## src/rtl/hazard_stall_controller_pkg.sv

```systemverilog
// Shared encodings for the hazard/stall sequencer and the operand forwarding unit.
package hazard_stall_controller_pkg;

    typedef enum logic {
        RUN     = 1'b0,
        MD_BUSY = 1'b1
    } hsc_state_e;

    localparam int ZERO_REG = 0;

endpackage

```

## src/rtl/hazard_stall_controller_sat_counter.sv

```systemverilog
// Saturating up-counter: advances on each enabled edge and holds at all-ones.
module sat_counter #(
    parameter int WIDTH = 16
) (
    input  logic             clk,
    input  logic             rst,
    input  logic             en_i,
    output logic [WIDTH-1:0] count_o
);

    logic [WIDTH-1:0] count_q;
    logic [WIDTH-1:0] count_d;

    always_comb begin
        count_d = count_q;
        if (en_i && (count_q != '1)) begin
            count_d = count_q + WIDTH'(1);
        end
    end

    always_ff @(posedge clk or posedge rst) begin
        if (rst) begin
            count_q <= '0;
        end else begin
            count_q <= count_d;
        end
    end

    assign count_o = count_q;

endmodule

```

## src/rtl/hazard_stall_controller.sv

```systemverilog
// Pipeline hazard/stall sequencer: load-use bubbles, mult/div front-end freeze,
// memory wait-state freeze and taken-branch squash, plus a stall-cycle counter.
module hazard_stall_controller
    import hazard_stall_controller_pkg::*;
#(
    parameter int REG_ADDR_WIDTH = 5,
    parameter int MD_LATENCY     = 32,
    parameter int CNT_WIDTH      = 16
) (
    input  logic                      clk,
    input  logic                      rst,
    input  logic [REG_ADDR_WIDTH-1:0] id_rs,
    input  logic [REG_ADDR_WIDTH-1:0] id_rt,
    input  logic                      id_usesRs,
    input  logic                      id_usesRt,
    input  logic                      ex_memRead,
    input  logic [REG_ADDR_WIDTH-1:0] ex_regToWrite,
    input  logic                      ex_branchTaken,
    input  logic                      ex_mdStart,
    input  logic                      mem_req,
    input  logic                      mem_ready,
    output logic                      pc_stall,
    output logic                      ifid_stall,
    output logic                      idex_stall,
    output logic                      exmem_stall,
    output logic                      ifid_flush,
    output logic                      idex_flush,
    output logic                      exmem_flush,
    output logic                      md_busy,
    output logic                      md_done,
    output logic [CNT_WIDTH-1:0]      stallCycles
);

    localparam int MD_CW = (MD_LATENCY > 1) ? $clog2(MD_LATENCY) : 1;
    localparam logic [MD_CW-1:0] MD_LOAD = MD_CW'(MD_LATENCY - 1);

    hsc_state_e       state_q, state_d;
    logic [MD_CW-1:0] md_cnt_q, md_cnt_d;
    logic             md_done_q, md_done_d;

    logic mem_wait;
    logic load_use;

    assign mem_wait = mem_req & ~mem_ready;
    assign load_use = ex_memRead
                    && (ex_regToWrite != REG_ADDR_WIDTH'(ZERO_REG))
                    && ((id_usesRs && (id_rs == ex_regToWrite))
                     || (id_usesRt && (id_rt == ex_regToWrite)));

    // The mult/div unit runs on regardless of memWait, so the countdown is not gated by it.
    always_comb begin
        state_d   = state_q;
        md_cnt_d  = md_cnt_q;
        md_done_d = 1'b0;
        if (state_q == MD_BUSY) begin
            if (md_cnt_q == '0) begin
                state_d   = RUN;
                md_done_d = 1'b1;
            end else begin
                md_cnt_d = md_cnt_q - MD_CW'(1);
            end
        end else if (!mem_wait && ex_mdStart) begin
            state_d  = MD_BUSY;
            md_cnt_d = MD_LOAD;
        end
    end

    always_ff @(posedge clk or posedge rst) begin
        if (rst) begin
            state_q   <= RUN;
            md_cnt_q  <= '0;
            md_done_q <= 1'b0;
        end else begin
            state_q   <= state_d;
            md_cnt_q  <= md_cnt_d;
            md_done_q <= md_done_d;
        end
    end

    always_comb begin
        pc_stall    = 1'b0;
        ifid_stall  = 1'b0;
        idex_stall  = 1'b0;
        exmem_stall = 1'b0;
        ifid_flush  = 1'b0;
        idex_flush  = 1'b0;
        exmem_flush = 1'b0;
        if (!rst) begin
            if (mem_wait) begin
                pc_stall    = 1'b1;
                ifid_stall  = 1'b1;
                idex_stall  = 1'b1;
                exmem_stall = 1'b1;
            end else if (state_q == MD_BUSY) begin
                pc_stall    = 1'b1;
                ifid_stall  = 1'b1;
                idex_stall  = 1'b1;
                exmem_flush = 1'b1;
            end else if (ex_branchTaken) begin
                // Squashing the ID instruction also removes any load-use dependency it had.
                ifid_flush = 1'b1;
                idex_flush = 1'b1;
            end else if (load_use) begin
                pc_stall   = 1'b1;
                ifid_stall = 1'b1;
                idex_flush = 1'b1;
            end
        end
    end

    assign md_busy = (state_q == MD_BUSY) && !rst;
    assign md_done = md_done_q;

    sat_counter #(
        .WIDTH (CNT_WIDTH)
    ) u_stall_cnt (
        .clk     (clk),
        .rst     (rst),
        .en_i    (pc_stall),
        .count_o (stallCycles)
    );

endmodule

```

## config.mk

```make
export PLATFORM = sky130hd
export DESIGN_NAME = hazard_stall_controller
export DESIGN_NICKNAME = d
export VERILOG_FILES = /design/src/rtl/hazard_stall_controller_pkg.sv /design/src/rtl/hazard_stall_controller_sat_counter.sv /design/src/rtl/hazard_stall_controller.sv
export SDC_FILE = /design/constraint.sdc
export NUM_CORES = 1
export LEC_CHECK = 0
export ABC_AREA = 1
export CAP_MARGIN = 20
export CELL_PAD_IN_SITES_DETAIL_PLACEMENT = 1
export CELL_PAD_IN_SITES_GLOBAL_PLACEMENT = 2
export CORE_MARGIN = 2
export CORE_UTILIZATION = 27
export CTS_CLUSTER_DIAMETER = 200
export DETAILED_ROUTE_END_ITERATION = 10
export GPL_ROUTABILITY_DRIVEN = 1
export PLACE_DENSITY = 0.87
export SETUP_SLACK_MARGIN = 0.3
export SLEW_MARGIN = 20
export SYNTH_ARGS = -nofsm -noshare
export SYNTH_HDL_FRONTEND = slang
export SYNTH_SLANG_ARGS = --single-unit
```

## constraint.sdc

```tcl
create_clock -name clk -period 2.7 [get_ports clk]
set_input_delay 0.27 -clock clk [delete_from_list [all_inputs] [get_ports clk]]
set_output_delay 0.27 -clock clk [all_outputs]
set_load 0.01 [all_outputs]
```

==> flow_summary.toml <==
[global_route]
grt_max_degree = 24
grt_overflow = 0
grt_first_pass_wirelength_um = 7389
antenna_found_initial = 0
grt_pass1_vias = 1624
grt.total_usage = 0.1407

[clocking]
clk-insertion-delay-late_ns = 0.27
cts_resized = 0
cts.clk_slew.worst_paths_ns = 0.09
cts_root_buf = "clkbuf_8"
postCtsHoldBufs = 0
clock-sinks = 23
cts_tree = "yes"
post-cts-setup-buffer-count = 0
clockBufferDepth = 2
htree_levels = 1
cts_buffers = 3

[floorplanning]
rows = 28
start_util = 0.2778
die_height_um = 81.83
fp.coreArea_sq_um = 5886
die_x_um = 81.83
io_pins = 49
die_area_sq_um = 6695

[sta]
slew_headroom = 0.7896
tns_ns = 0
fin_skew_ns = 0.01342
rsz0062_at_grt = "false"
period_needed_ns = 2.232
fmax_mhz = 448.0
hold_viol_final = 0
drv_slew = 0
post-route-period-util = 0.8267
worst_slew_pin_slew_ns = 0.3131
setup_violations = 0

[pwr]
power.total_uw = 1306
p_per_area_nw_per_um2 = 581.0
power_leakage_uw = 0.001126
ir_drop_mv = 0.3290

[yosys]
synth-seq-cells = 23
syn_area_sq_um = 1635
seq_area_frac_synth = 0.3520
ys_types = 24
synth.area.top_cells = "dfrtp_1 35%, nand2_1 19%, nand3_1 8.9%"
synth_edf_count = 0
synth_warnings = 0
netlist_instances = 242
syn-mean-instance-area_sq_um = 6.758
synthTopCellsByCount = "82 x nand2_1, 29 x nand3_1, 27 x inv_1"
netlist.area_leader.share = 0.3520
async_reset_ff_frac = 1.000
synth-main-ff-cell = "dfrtp_1"
syn-num-nets = 269
yosysMostFrequentCell = "nand2_1"
synth_top_cell_by_area = "dfrtp_1"

[route]
wl_per_cell_um = 12.00
highest_layer = "met4"
viasPerCell = 4.542
vias = 1667
drt_iter0_markers = 77
route.met3.wl_um = 140
routed-wl-met2_um = 2070
met1Wirelength_um = 2126
routed_wl_um = 4404
drc = 0
dr.pass1.iters = 6
ant_nets = 0

[run_status]
outcome = "complete, no violations"

[final_layout]
n_fill_cell = 756
drive_above_1_share = 0.07534
antenna_cells = 0
fin_nets = 320
area_growth_pct = 37.41

[setup_path]
cp_max_fo = 3
critical_path_required_ns = 2.43
critPathKind = "primary input to output port"
r2r_start = "u_stall_cnt.count_o[0]$_DFFE_PP0P_"
startpoint_type = "primary input"
end_kind = "output port"
crit_arrival_ns = 1.96
crit_start = "ex_regToWrite[2]"

[place]
dp_hpwl_um = 3450
portBuffers = 48
gp_congestion = 0.7998

[worst_hold_path]
hp-class = "primary input to asynchronous set/reset pin"

[job]
drv_cap = 0
[cells by family after synthesis]
group                    Yosys count  synth area share
adder cells (fa/ha/maj)            3           0.02296
XOR/XNOR                          12           0.06427
AND/OR/NAND/NOR                  159            0.4430
AO/OA/AOI/OAI                      7           0.02219
buffers and inverters             38           0.09564
flip-flops                        23            0.3519
[worst paths after layout]
| kind | to | slack (ns) | cells after the start |
|---|---|---|---|
| worst max-delay path | pc_stall | 0.47 | 10 |
| worst min-delay path | u_stall_cnt.count_o[3]$_DFFE_PP0P_ | 0.48 | 3 |
| worst max register to register | u_stall_cnt.count_o[5]$_DFFE_PP0P_ | 0.84 | 9 |
| worst min register to register | u_stall_cnt.count_o[15]$_DFFE_PP0P_ | 0.52 | 2 |
| max in group asynchronous | md_done$_DFF_PP0_ | 1.97 | 3 |
| min in group clk | u_stall_cnt.count_o[15]$_DFFE_PP0P_ | 0.52 | 2 |
[flip-flops by register name, summed over array words and instances, names as in the netlist]
register and flops:
md_cnt_q 5, u_stall_cnt.count_o 16, state_q 1, md_done 1
[through the flow]
stage	setup WS (ns)	hold WS, ns	std cells	utilization	cell area [sq um]
CTS	0.3517	0.4950	367	0.3810	2242
global route	0.3124	0.5389	367	0.3818	2247
floorplan	1.041	0.2805	242	-	1635
finish	0.4678	0.4824	367	0.3818	2247
global placement	0.3620	0.4836	363	0.3731	2196
detailed placement	0.3693	0.5037	363	0.3731	2196
[layout by cell type (no fill, tap or decap), types with 2 or more instances in the layout]
cell | synthesis | routed
inv_2 | 7 | 7
dfrtp_1 | 23 | 23
nor3_1 | 7 | 7
xnor2_1 | 5 | 5
nand3b_1 | 3 | 3
nand2_1 | 82 | 82
xor2_1 | 7 | 7
inv_1 | 27 | 27
dlymetal6s2s_1 | 0 | 2
nand3_2 | 2 | 2
o21ai_0 | 4 | 4
nand2_4 | 3 | 3
clkbuf_8 | 0 | 3
nor2_1 | 26 | 26
buf_4 | 1 | 2
a21oi_1 | 2 | 2
nand3_1 | 29 | 29
ha_1 | 3 | 3
clkdlybuf4s50_1 | 0 | 46
nand4_1 | 3 | 3
[where the power goes]
| group | switching, uW | internal [uW] | total, uW |
|---|---|---|---|
| sequential | 100 | 430 | 530 |
| combinational | 292 | 263 | 556 |
| clock | 117 | 103 | 220 |
[worst max-delay path, cell delays in order]
cell and delay, ns:
clkdlybuf4s50_1 0.51, inv_2 0.07, nand2_1 0.06, nand2_1 0.05, nor2_1 0.12, nand3_1 0.08
nand2_1 0.09, nand3_2 0.09, nand2_4 0.09, clkdlybuf4s50_1 0.54
[routing by layer]
metal | vias up | global-route usage
met5 | - | 0
met4 | 0 | 0.05000
met3 | 5 | 0.009890
met2 | 37 | 0.2407
met1 | 768 | 0.1861
li1 | 857 | -
[final cells by class]
cell class / instances / area, sq um / share of cell area
Inverter: 34 / 127.6 / 0.05679
Clock inverter: 1 / 5.005 / 0.002227
Sequential cell: 23 / 575.6 / 0.2561
Timing Repair Buffer: 50 / 500.5 / 0.2227
Tap cell: 75 / 93.84 / 0.04176
Clock buffer: 3 / 41.29 / 0.01837
Multi-Input combinational cell: 181 / 903.4 / 0.4020
Power figures use the tool's default switching activity.
